## src/rtl/mips_cpu_muldiv_if.sv

```systemverilog
// Decode-stage <-> multiply/divide unit bus: request, MTHI/MTLO writes,
// and the HI/LO/busy/done results returned to the CPU.
interface mips_cpu_muldiv_if #(
  parameter int WIDTH = 32
);
  logic             start;
  logic [1:0]       op;
  logic [WIDTH-1:0] operand_a;
  logic [WIDTH-1:0] operand_b;
  logic             hi_write;
  logic             lo_write;
  logic [WIDTH-1:0] write_data;
  logic             busy;
  logic             done;
  logic [WIDTH-1:0] hi;
  logic [WIDTH-1:0] lo;

  // CPU side: issues operations and reads HI/LO
  modport master (
    output start, op, operand_a, operand_b, hi_write, lo_write, write_data,
    input  busy, done, hi, lo
  );

  // Multiply/divide unit side
  modport slave (
    input  start, op, operand_a, operand_b, hi_write, lo_write, write_data,
    output busy, done, hi, lo
  );
endinterface

```

## src/rtl/mips_cpu_muldiv.sv

```systemverilog
// Iterative MULT/MULTU/DIV/DIVU sequencer owning HI and LO.
// One 2*WIDTH-bit accumulator serves both operations: shift-add (LSB-first)
// for multiply, restoring shift-subtract for divide. Signed operations run
// on magnitudes and the signs are applied in a single FIXUP cycle.
module mips_cpu_muldiv #(
  parameter int WIDTH = 32
) (
  input  logic                 clk,
  input  logic                 reset,
  input  logic                 clk_enable,
  mips_cpu_muldiv_if.slave     bus
);

  localparam int CNT_W = $clog2(WIDTH);
  localparam logic [CNT_W-1:0] LAST_ITER = CNT_W'(WIDTH - 1);

  typedef enum logic [1:0] {IDLE, ITER, FIXUP} state_t;

  state_t               state;
  logic [CNT_W-1:0]     counter;
  logic                 busy_r;
  logic                 done_r;
  logic [WIDTH-1:0]     hi_r;
  logic [WIDTH-1:0]     lo_r;

  // Datapath registers (loaded on accepted start, no reset needed)
  logic [2*WIDTH-1:0]   acc;
  logic [WIDTH-1:0]     a_mag;
  logic [WIDTH-1:0]     b_mag;
  logic                 is_div;
  logic                 div_zero;
  logic                 neg_res;
  logic                 neg_rem;

  logic                 op_signed;
  logic [WIDTH-1:0]     a_in;
  logic [WIDTH-1:0]     b_in;
  logic [WIDTH:0]       mul_sum;
  logic [2*WIDTH-1:0]   mul_next;
  logic [WIDTH:0]       rem_shift;
  logic [WIDTH:0]       rem_diff;
  logic                 rem_ge;
  logic [2*WIDTH-1:0]   div_next;
  logic [2*WIDTH-1:0]   mul_res;
  logic [WIDTH-1:0]     quot_res;
  logic [WIDTH-1:0]     rem_res;

  // Absolute value; the most negative value maps to itself, which reads
  // correctly as an unsigned magnitude.
  function automatic logic [WIDTH-1:0] magnitude(input logic signed [WIDTH-1:0] x);
    logic signed [WIDTH-1:0] n;
    n = -x;
    return x[WIDTH-1] ? n : x;
  endfunction

  function automatic logic [WIDTH-1:0] negate_if(input logic neg, input logic [WIDTH-1:0] x);
    return neg ? -x : x;
  endfunction

  function automatic logic [2*WIDTH-1:0] negate_wide_if(input logic neg,
                                                        input logic [2*WIDTH-1:0] x);
    return neg ? -x : x;
  endfunction

  // Operand conditioning and one iteration step of each algorithm
  always_comb begin
    op_signed = ~bus.op[0];
    a_in      = op_signed ? magnitude(bus.operand_a) : bus.operand_a;
    b_in      = op_signed ? magnitude(bus.operand_b) : bus.operand_b;

    // Multiply: add multiplicand into the upper half, then shift right with
    // the carry landing in the top bit.
    mul_sum   = {1'b0, acc[2*WIDTH-1:WIDTH]} + (b_mag[counter] ? {1'b0, a_mag} : '0);
    mul_next  = {mul_sum, acc[WIDTH-1:1]};

    // Divide: {rem,quot} shifted left; the shifted remainder needs one extra
    // bit. Since rem < divisor, rem_shift < 2*divisor, so the borrow bit of
    // the subtraction alone tells whether the divisor fits.
    rem_shift = acc[2*WIDTH-1:WIDTH-1];
    rem_diff  = rem_shift - {1'b0, b_mag};
    rem_ge    = ~rem_diff[WIDTH];
    div_next  = {(rem_ge ? rem_diff[WIDTH-1:0] : rem_shift[WIDTH-1:0]),
                 acc[WIDTH-2:0], rem_ge};

    // Sign fixup. With a zero divisor the remainder ends up equal to |a|,
    // so re-applying a's sign returns the original dividend in HI.
    mul_res   = negate_wide_if(neg_res, acc);
    quot_res  = div_zero ? '1 : negate_if(neg_res, acc[WIDTH-1:0]);
    rem_res   = negate_if(neg_rem, acc[2*WIDTH-1:WIDTH]);
  end

  // Datapath: latch operands/signs on accepted start, step the accumulator in ITER
  always_ff @(posedge clk) begin
    if (clk_enable) begin
      if (state == IDLE && bus.start) begin
        is_div   <= bus.op[1];
        div_zero <= (bus.operand_b == '0);
        a_mag    <= a_in;
        b_mag    <= b_in;
        neg_res  <= op_signed & (bus.operand_a[WIDTH-1] ^ bus.operand_b[WIDTH-1]);
        neg_rem  <= op_signed & bus.operand_a[WIDTH-1];
        // Divide seeds the quotient half with the dividend so its bits
        // shift into the remainder; multiply starts from zero.
        acc      <= bus.op[1] ? {{WIDTH{1'b0}}, a_in} : '0;
      end else if (state == ITER) begin
        acc <= is_div ? div_next : mul_next;
      end
    end
  end

  // Control FSM with registered busy/done and the architectural HI/LO
  always_ff @(posedge clk or negedge reset) begin
    if (!reset) begin
      state   <= IDLE;
      counter <= '0;
      busy_r  <= 1'b0;
      done_r  <= 1'b0;
      hi_r    <= '0;
      lo_r    <= '0;
    end else if (clk_enable) begin
      done_r <= 1'b0;
      case (state)
        IDLE: begin
          if (bus.start) begin
            state   <= ITER;
            counter <= '0;
            busy_r  <= 1'b1;
          end else begin
            if (bus.hi_write) hi_r <= bus.write_data;
            if (bus.lo_write) lo_r <= bus.write_data;
          end
        end
        ITER: begin
          if (counter == LAST_ITER) begin
            state   <= FIXUP;
            counter <= '0;
          end else begin
            counter <= counter + CNT_W'(1);
          end
        end
        FIXUP: begin
          if (is_div) begin
            hi_r <= rem_res;
            lo_r <= quot_res;
          end else begin
            hi_r <= mul_res[2*WIDTH-1:WIDTH];
            lo_r <= mul_res[WIDTH-1:0];
          end
          busy_r <= 1'b0;
          done_r <= 1'b1;
          state  <= IDLE;
        end
        default: state <= IDLE;
      endcase
    end
  end

  assign bus.busy = busy_r;
  assign bus.done = done_r;
  assign bus.hi   = hi_r;
  assign bus.lo   = lo_r;

endmodule
```

## src/flat_wrapper.sv

```systemverilog
// flat-port wrapper written by rule: the top's interface ports become plain ports
module mips_cpu_muldiv_flat 
#(
  parameter int WIDTH = 32
)
  (clk, reset, clk_enable, bus_start, bus_op, bus_operand_a, bus_operand_b, bus_hi_write, bus_lo_write, bus_write_data, bus_busy, bus_done, bus_hi, bus_lo);
  mips_cpu_muldiv_if #(.WIDTH(WIDTH)) bus_i ();
  input  logic clk;
  input  logic reset;
  input  logic clk_enable;
  input wire logic [$bits(bus_i.start)-1:0] bus_start;
  input wire logic [$bits(bus_i.op)-1:0] bus_op;
  input wire logic [$bits(bus_i.operand_a)-1:0] bus_operand_a;
  input wire logic [$bits(bus_i.operand_b)-1:0] bus_operand_b;
  input wire logic [$bits(bus_i.hi_write)-1:0] bus_hi_write;
  input wire logic [$bits(bus_i.lo_write)-1:0] bus_lo_write;
  input wire logic [$bits(bus_i.write_data)-1:0] bus_write_data;
  output wire logic [$bits(bus_i.busy)-1:0] bus_busy;
  output wire logic [$bits(bus_i.done)-1:0] bus_done;
  output wire logic [$bits(bus_i.hi)-1:0] bus_hi;
  output wire logic [$bits(bus_i.lo)-1:0] bus_lo;
  assign bus_i.start = bus_start;
  assign bus_i.op = bus_op;
  assign bus_i.operand_a = bus_operand_a;
  assign bus_i.operand_b = bus_operand_b;
  assign bus_i.hi_write = bus_hi_write;
  assign bus_i.lo_write = bus_lo_write;
  assign bus_i.write_data = bus_write_data;
  assign bus_busy = bus_i.busy;
  assign bus_done = bus_i.done;
  assign bus_hi = bus_i.hi;
  assign bus_lo = bus_i.lo;
  mips_cpu_muldiv #(.WIDTH(WIDTH)) u_core (.clk(clk), .reset(reset), .clk_enable(clk_enable), .bus(bus_i));
endmodule
```

## config.mk

```make
export PLATFORM = sky130hd
export DESIGN_NAME = mips_cpu_muldiv_flat
export DESIGN_NICKNAME = d
export VERILOG_FILES = /design/src/rtl/mips_cpu_muldiv_if.sv /design/src/rtl/mips_cpu_muldiv.sv /design/src/flat_wrapper.sv
export SDC_FILE = /design/constraint.sdc
export NUM_CORES = 1
export LEC_CHECK = 0
export ABC_AREA = 1
export ABC_CLOCK_PERIOD_IN_PS = 13880
export CORE_MARGIN = 3
export CORE_UTILIZATION = 50
export CTS_CLUSTER_DIAMETER = 120
export DETAILED_ROUTE_END_ITERATION = 10
export PLACE_DENSITY = 0.7
export RECOVER_POWER = 50
export SYNTH_ARGS = -nofsm -noshare
export SYNTH_HDL_FRONTEND = slang
export SYNTH_SLANG_ARGS = --single-unit
```

## constraint.sdc

```tcl
create_clock -name clk -period 13.88 [get_ports clk]
set_clock_uncertainty 0.1 [all_clocks]
set_input_delay 2.776 -clock clk [delete_from_list [all_inputs] [get_ports clk]]
set_output_delay 2.776 -clock clk [all_outputs]
set_load 0.02 [all_outputs]
```

== After elaboration in Yosys (flattened, before gate mapping) ==
Cells that the tools add are included.
Storage, ports and cells
  register bits: 205
  input bits: 104
  output and inout port bits: 66
Cells by class
  add/sub/neg operators: 8
  order comparisons: 1
  equality and inequality tests: 8
  muxes and demuxes: 33
  bitwise operators: 5
  reduce and logical (&&, ||, !) cells: 13
Operator list (number)
  32-bit two-way mux: 16
  64-bit two-way mux: 4
  32-bit negation: 4
  32-bit case mux with 2 select lines: 2
  64-bit negation: 1
  32-bit by 33-bit adder with 33-bit output: 1
  33-bit by 32-bit subtractor with 33-bit output: 1
  32-bit logical NOT: 1
  5-bit two-way mux: 2
  2-bit != test (second input constant): 5
  5-bit case mux with 2 select lines: 1
  3-bit AND reduction: 3
  4-bit AND reduction: 2
  5-bit by 6-bit < comparator with 1-bit output (second input constant): 1
  2-bit nonzero test: 3
  5-bit by 1-bit adder with 5-bit output (second input constant): 1
  1-bit binary-select mux with 5-bit select: 1
  5-bit == test (second input constant): 1
  2-bit two-way mux: 2
  2-bit case mux with 2 select lines: 1
  2-bit AND reduction: 2
  1-bit two-way mux: 3
  1-bit bitwise AND: 2
  2-bit by 1-bit == test with 1-bit output (second input constant): 1
  other kinds (6): 7

== Depth between registers and ports, before layout ==
Gate-level depths: netlist (run 1).
  depth in word-level cells: 7
  mapped depth: 23
  mapped depth without buffers: 22

== Worst setup path before layout (run 1) ==
OpenSTA, ideal clock, no wires.
  path kind: in2reg
  from: in bus_start
  to: reg u_core.acc[0], enable pin
  setup time: 0.421 ns
  arrival time: 7.545 ns
  slack: 5.814 ns
  stages: 4
  cell sequence: nand2_1 -> nor2_1 -> nor2_1 -> inv_1
Between the ends
  word-level cells in the longest chain between the ends: 3
RTL lines
  start: declaration: line flat_wrapper.sv:11  | input wire logic [$bits(bus_i.start)-1:0] bus_start;
  1-bit logical AND: line mips_cpu_muldiv.sv:95  | if (state == IDLE && bus.start) begin
  2-bit nonzero test (no source line)
  2-bit AND reduction (no source line)
  end signal: assignment: line mips_cpu_muldiv.sv:104  | acc <= bus.op[1] ? {{WIDTH{1'b0}}, a_in} : '0;
  end signal: assignment: line mips_cpu_muldiv.sv:106  | acc <= is_div ? div_next : mul_next;
  end: declaration: line mips_cpu_muldiv.sv:27  | logic [2*WIDTH-1:0] acc;
Every way passes these cells.
A chain may end at the register's enable or synchronous reset.

== Final worst setup path (run 1) ==
  from: in bus_start
  to: reg u_core.acc[34], enable pin
The elaborated chain is that of the path after synthesis.

==> results.txt, run 1 <==
- Static timing analysis puts the maximum clock frequency at between 100 and 150 MHz.
- Summed over its instances, the top area cell type makes up 21.6% of the synthesized netlist area.
- Final period utilization: 60.3%
* Via count: between 20k and 25k
- Net count of the mapped netlist: between 3k and 4k
- Headroom to the max-slew limit: -174%
* Worst hold slack after final layout: roughly 0.37 ns
- The core region is 35,900 sq um.
- The commonest cells after synthesis are 786 x nand2_1, 405 x inv_1, 364 x nor2_1.
- Most frequent cell after synthesis: nand2_1
- In this run, post-CTS repair resized a total of 0 instances.
- Final global-route overflow total: 0
* Area overhead of the layout relative to synthesis: 15.1%
- Combinational logic is responsible for 57.7% of the overall power.
- The synthesized netlist devotes a little over a third of its cell area to simple gates.
* Xor and xnor fraction of the mapped netlist area: approximately 2.9%
- Setup violations remaining at the end of the flow were counted as 0.
* Synth Register Bits: ~210
- All-Layer GR Usage: around 34%
* Y dimension of the die: roughly 200 um
* Fraction of registers with async set/reset: a little over a third
- In the synthesized netlist, mux cells make up 0% of the area.
- Post-layout net count: approximately 3.2k
- In this run the worst path has a maximum fanout of 70.
- Startpoint type of the worst setup path: input port
- The clock drives 205 sinks.
- Maximum capacitance violations: 3
- Cell count after synthesis: roughly 2.9k
* Share of synthesized cell area in full adder, half adder and majority cells: under 10%
* Transition time of the tightest slew-check pin: ~4.1 ns
- Total half-perimeter wirelength after legalization and detailed placement: about 56,000 um
- The first global-routing pass estimated ~100,000 um of wire.
- Starting Density: about half
* Vias per cell: about 5.8
* Total Neg Setup Slack: 0 ns
- Entering global routing, the biggest net connects 74 pins.
- CTS built an H-tree with a depth of 1.
* Dominant combinational cell family by area after synthesis: simple AND/OR/NAND/NOR gates
* Die area: between 30,000 and 40,000 sq um
- Along the worst hold path, the cell count comes to 2.
* Finished Core Util: around three fifths
* Worst Hold Class: register to register
- Site Rows: 69
- Final critical-path required period: ~8.4 ns
- Clock-pin slew of the registers on the worst-case setup and hold paths: 0.05 ns
- Initial antenna violation count: 0
* Combined area of all synthesized cells: 18,400 sq um
- Clock tree from TritonCTS: built
* Worst-case vdd ir drop: 0.111 mV
* Clock network fraction of total power: roughly 15%
* Aggregate routed wire length: 69,600 um
* RSZ-0062 raised after global routing: false
- Category of the worst setup path capture point: register
- In the final layout, the share of cells above drive strength 1 is between 3 and 4%.
* Drt pass-1 iters: 6
- Post-route antenna net violation count: 0
- Buffers inserted to repair hold after CTS numbered 0.
- In this run the static leakage power is 9.83 nW.
* Violations in the final reports: capacitance limit, slew limit
* Share of total power consumed by net switching: approximately half
* Die span in x: around 200 um
- 170 I/O pins were placed.
- Count of input and output buffers: approximately 170
- The final number of hold-violating endpoints was 0.
* Drt first-iter violations: around 2.3k
- The number of antenna diodes in the final layout is 0.
* Outcome: finished, violations left
- Buffers inserted during clock tree synthesis total 24.
- Drt drc: 0
- Maximum buffer depth of the clock tree: 3
* Later-pin clock latency in the skew report: between 0.5 and 0.6 ns
* Avg WL per Cell: between 20 and 25 um
- Number of distinct standard cells referenced by the synthesized netlist: 49
- Data arrival time of the worst path: around 8.4 ns
- EDFF count, synth: around 130
* Cell Pwr Density: between 150 and 200 nW/um^2
- In this run, flip-flops and latches consume approximately 28% of the power.
- Post-route non-filler standard cell count: 3,478
- Summing the areas of all compound-gate instances in the mapped netlist gives between 10% and 20% of the synthesized area.
* Most frequently used flop master after synthesis: edfxtp_1
- Avg Inst Size Synth: ~6.4 sq um
- Critical Path RT: 13.92 ns
- Ranking of synthesized cells by area: edfxtp_1 22%, nand2_1 16%, dfrtp_1 9.9%
* Number of placed instances with taps included: around 3.4k
- Vias in the first global route: approximately 18k
- In this run the power spent charging and discharging nets is 2.14 mW.
* Seq/Total Area, Yosys: between 30% and 40%
- Cells on worst reg2reg path: 8
- Setup Crit Path Kind: input port to register
- Ys Warns: 0
* Cell accounting for the most synthesized area: edfxtp_1
- The tree is rooted in a clkbuf_16.
- Final slew viol count: roughly 180
* Routability cong.: between 1 and 1.5
* Power Internal: slightly above 2 mW
- The number of setup buffers added after CTS is 0.
==> stage by stage <==
stage               area (sq um)  setup WS (ns)  total power, mW
floorplan                  18400           5.81             2.64
global placement           20400           8.00             3.47
detailed placement         20400           7.95             3.51
CTS                        21200           8.47             4.13
global route               21200           4.95             4.44
finish                     21200           5.52             4.17
==> registers in the layout (all words and copies together) (netlist names) <==
register and count:
u_core.is_div 1, u_core.neg_res 1, u_core.acc 64, u_core.a_mag 32, u_core.state 2, u_core.neg_rem 1, u_core.div_zero 1, u_core.bus.busy 1
u_core.bus.hi 32, u_core.b_mag 32, u_core.counter 5, u_core.bus.done 1, u_core.bus.lo 32
==> worst max-delay path, stage by stage <==
cell and delay, ns:
dlygate4sd3_1 0.55, nand2_1 0.06, clkbuf_1 0.64, nor2_4 0.31, clkbuf_1 2.76, nor2_1 0.41, inv_2 0.15, buf_4 0.66
==> logic make-up after synthesis <==
logic type | count (synthesis)
DFF | 205
xor gates and xnor gates | 60
AOI/OAI and AO/OA | 516
and+or+nand+nor | 1527
adders and majority gates | 72
buffers and inverters | 496
==> final timing paths <==
check	end	from	slack [ns]
setup / recovery	u_core.acc[34]$_SDFFCE_PP0P_	bus_start	5.52
hold / removal	u_core.bus.busy$_DFFE_PN0P_	u_core.bus.busy$_DFFE_PN0P_	0.37
setup reg to reg	u_core.acc[34]$_SDFFCE_PP0P_	u_core.state[0]$_DFFE_PN0P_	7.78
hold reg to reg	u_core.bus.busy$_DFFE_PN0P_	u_core.bus.busy$_DFFE_PN0P_	0.37
max in group asynchronous	u_core.bus.lo[1]$_DFFE_PN0P_	reset	7.76
min in group asynchronous	u_core.counter[0]$_DFFE_PN0P_	reset	3.58
==> routing by layer <==
layer	vias to the layer above	global-route usage, %	wire (um)
met5	-	0	0
met4	0	9.91	2450
met3	172	7.23	8380
met2	1122	50.6	28400
met1	9291	51.2	30400
li1	9632	-	-
==> placed cells by master, fill, tap and decap left out, types with 7 or more instances in the layout <==
| cell type | instances |
|---|---|
| or2_2 | 15 |
| dfrtp_1 | 73 |
| and2_1 | 7 |
| clkbuf_16 | 24 |
| nor3_1 | 38 |
| nand4_1 | 31 |
| xor2_1 | 37 |
| clkdlybuf4s50_1 | 95 |
| o21ai_1 | 10 |
| nand2_1 | 786 |
| edfxtp_1 | 132 |
| buf_4 | 9 |
| o21ai_0 | 194 |
| o21bai_1 | 8 |
| a21boi_0 | 34 |
| o31ai_1 | 7 |
| dlygate4sd3_1 | 73 |
| nand3_1 | 244 |
| nand3b_1 | 16 |
| o22ai_1 | 13 |
| a21o_1 | 10 |
| ha_1 | 70 |
| clkbuf_1 | 12 |
| xnor2_1 | 23 |
| a31oi_1 | 20 |
| nor2_1 | 361 |
| inv_1 | 403 |
| a21oi_1 | 201 |
==> power by group through the flow <==
stage	registers, mW	logic, mW	clock network (mW)
after CTS	1.13	2.38	0.624
after detailed placement	1.14	2.37	0
final	1.15	2.41	0.616
after global placement	1.14	2.34	0
after global routing	1.15	2.65	0.644
after floorplan	1.10	1.54	0
==> final cells by class <==
class	count	area (sq um)
Clock buffer	33	674
Clock inverter	9	113
Fill cell	3541	14700
Inverter	411	1540
Multi-Input combinational cell	2175	10700
Sequential cell	205	5790
Tap cell	461	577
Timing Repair Buffer	184	1780
(Power assumes the default switching activity.)
==> run 2: changes to the inputs <==
--- a/config.mk
+++ b/config.mk
@@ -6,7 +6,7 @@
 export NUM_CORES = 1
 export LEC_CHECK = 0
 export ABC_AREA = 1
-export ABC_CLOCK_PERIOD_IN_PS = 13880
+export ABC_CLOCK_PERIOD_IN_PS = 8300
 export CORE_MARGIN = 3
 export CORE_UTILIZATION = 50
 export CTS_CLUSTER_DIAMETER = 120
==> constraint.sdc (replaced) <==
create_clock -name clk -period 8.3 [get_ports clk]
set_clock_uncertainty 0.1 [all_clocks]
set_input_delay 1.66 -clock clk [delete_from_list [all_inputs] [get_ports clk]]
set_output_delay 1.66 -clock clk [all_outputs]
set_load 0.02 [all_outputs]
==> results.txt, run 2 (synthesis results as in run 1) <==
- In this run, the number of DRC markers left after iteration 0 of detailed routing was around 2.6k.
* Hold Vio Cnt, Final: 0
- Pin count of the biggest net entering global routing: 74
- Counting the buffers created by CTS gives 23.
- Setup repair after global routing left no endpoint under its margin.
- Final slew viol count: ~180
- Post-CTS Setup Inserts: 0
* Clock-pin slew of the registers on the worst-case setup and hold paths: approximately 0.060 ns
- The area growth from synthesis to layout is 15.0%.
- Highest-count cells in the layout ignoring fill and taps: 786 x nand2_1, 404 x inv_1, 361 x nor2_1, 244 x nand3_1, 201 x a21oi_1
* Maximum capacitance violations: 3
* Avg WL per Cell: 20.2 um
- Category of the worst setup path capture point: register
- The first detailed-routing pass took 6 iterations.
- Total half-perimeter wirelength after legalization and detailed placement: 56,300 um
- Final critical-path required period: approximately 5.3 ns
* Drt drc: 0
- The register with the most flip-flops in the layout has 64 of them.
* Final global-route overflow total: 0
- Largest Register: u_core.acc
- Summed over all cells, the static leakage comes to between 9 and 10 nW.
- In the final timing run, aggregate negative setup slack is 0 ns.
* Fmax achieved: 189 MHz
- The floorplan step set the die width to roughly 200 um.
- The number of placed instances, taps included, is ~3.4k.
- Data arrival time of the worst path: approximately 5.5 ns
- In this run the remaining antenna-violating nets after routing total 0.
- Clock Tree Root: clkbuf_16
- Crit-path max FO: 37
- Count of input and output buffers: 169
* Final period utilization: approximately 64%
* Top Ports: 170
- Wire length of the first global-routing pass: approximately 100,000 um
- Transition time of the tightest slew-check pin: a little over 4 ns
- The final layout contains ~3.2k nets.
* Vias per cell: 5.82
- Antenna cell count: 0
- Total power for the finished layout comes to approximately 7.0 mW.
* Setup Crit Path Kind: input port to register
- STA puts the critical path data required time at about 8.5 ns.
* Die area: 39,100 sq um
- The tightest hold path in the finished design has a slack of ~0.36 ns.
* Clock tree from TritonCTS: built
- The finished layout holds about 3.5k standard cells, fillers aside.
- Slowest stage cell, crit path: clkbuf_1
- Starting Density: between 50% and 60%
- Critical Path, Cell by Cell: dlygate4sd3_1, nand2_1, clkbuf_1, inv_2, nand2_1, buf_4, inv_1, nand3_1, nand2_1
* Worst stage delay on the critical path: about 1.2 ns
* Startpoint type of the worst setup path: input port
- Headroom to the max-slew limit came out at -175%.
- Post-CTS Resized: 0
* Worst-case vdd ir drop: between 0.15 and 0.2 mV
* Post-CTS Hold Fix Bufs: 0
* Violations in the final reports: capacitance limit, slew limit
- Maximum buffer depth of the clock tree: 3
- The congestion estimate from routability-driven global placement came to between 1 and 1.5.
- Core outline area: ~36,000 sq um
- Among the stages of the critical path, the cell type that occurs most often is nand2_1.
- Worst Hold Class: register to register
- The run finished, with violations left.
- Commonest non-fill, non-tap cell in the layout: nand2_1
- Initial antenna violation count: 1
* Aggregate routed wire length: 70,200 um
* H-tree level count: 1
* Later-pin clock latency in the skew report: between 0.5 and 0.6 ns
- All-Layer GR Usage: approximately a third
- Clock net sink count: 205
- Vias in the first global route: ~18k
- After floorplanning, the core was divided into a little under 70 placement rows.
- Via count: 20.2k
* Cells on worst reg2reg path: 8
- Y dimension of the die: between 150 and 200 um
* Worst hold path cell count: 2
- Count of endpoints failing setup in the final report: 0
- Dividing total power by cell area gives a power density of between 300 and 400 nW/um^2.
* Fraction of layout instances using a drive strength above 1: 3.05%
## run 2: cell count changes in the layout (fill, tap and decap cells not counted), sizes merged
cell | before | now
clkinvlp | 4 | 0
clkdlybuf4s50 | 95 | 96
clkinv | 6 | 9
dlygate4sd3 | 73 | 72
inv | 409 | 410
## run 2: cell type report
type	count	area, sq um
fillers	3502	14800
multi-input cells	2175	10700
flip-flops and latches	205	5790
repair buffers	184	1780
inverters	411	1540
clock buffers	33	678
well taps	461	577
clock inverters	9	81.3
## run 2: stage by stage
stage / setup slack [ns] / instance area (sq um) / util (%)
global route: 2.60 / 21100 / 58.9
detailed placement: 3.23 / 20400 / 56.9
CTS: 3.45 / 21200 / 59.0
finish: 3.02 / 21100 / 58.9
floorplan: 1.35 / 18400 / -
global placement: 3.33 / 20400 / 56.9
## run 2: worst paths after layout
| check | from | to | slack, ns |
|---|---|---|---|
| min in group asynchronous | reset | u_core.bus.done$_DFFE_PN0P_ | 2.47 |
| min | u_core.bus.busy$_DFFE_PN0P_ | u_core.bus.busy$_DFFE_PN0P_ | 0.36 |
| max reg2reg | u_core.state[1]$_DFFE_PN0P_ | u_core.bus.hi[8]$_DFFE_PN0P_ | 3.02 |
| max | bus_start | u_core.acc[28]$_DFFE_PP_ | 3.02 |
| min reg2reg | u_core.bus.busy$_DFFE_PN0P_ | u_core.bus.busy$_DFFE_PN0P_ | 0.36 |
| max in group asynchronous | reset | u_core.bus.lo[19]$_DFFE_PN0P_ | 3.32 |
## run 2: worst max-delay path, delay by kind of cell
family | cells | cell delay, ns
buf+inv | 5 | 2.95
simple gates | 4 | 0.85
## run 2: routing by layer
| metal | vias to the layer above | share of wire (%) | track usage [%] |
|---|---|---|---|
| met5 | - | 0.019 | 0 |
| met4 | 2 | 3.8 | 11.4 |
| li1 | 9631 | - | - |
| met3 | 179 | 12 | 5.50 |
| met2 | 1214 | 41 | 50.8 |
| met1 | 9203 | 44 | 52.2 |
## run 2: report_power, final
group          switching, mW  total (mW)  leakage (nW)  internal (mW)
logic                   2.71        4.05          7.40           1.33
clock network          0.421        1.02         0.378          0.601
registers              0.450        1.91          2.07           1.46
total                   3.58        6.98          9.84           3.40
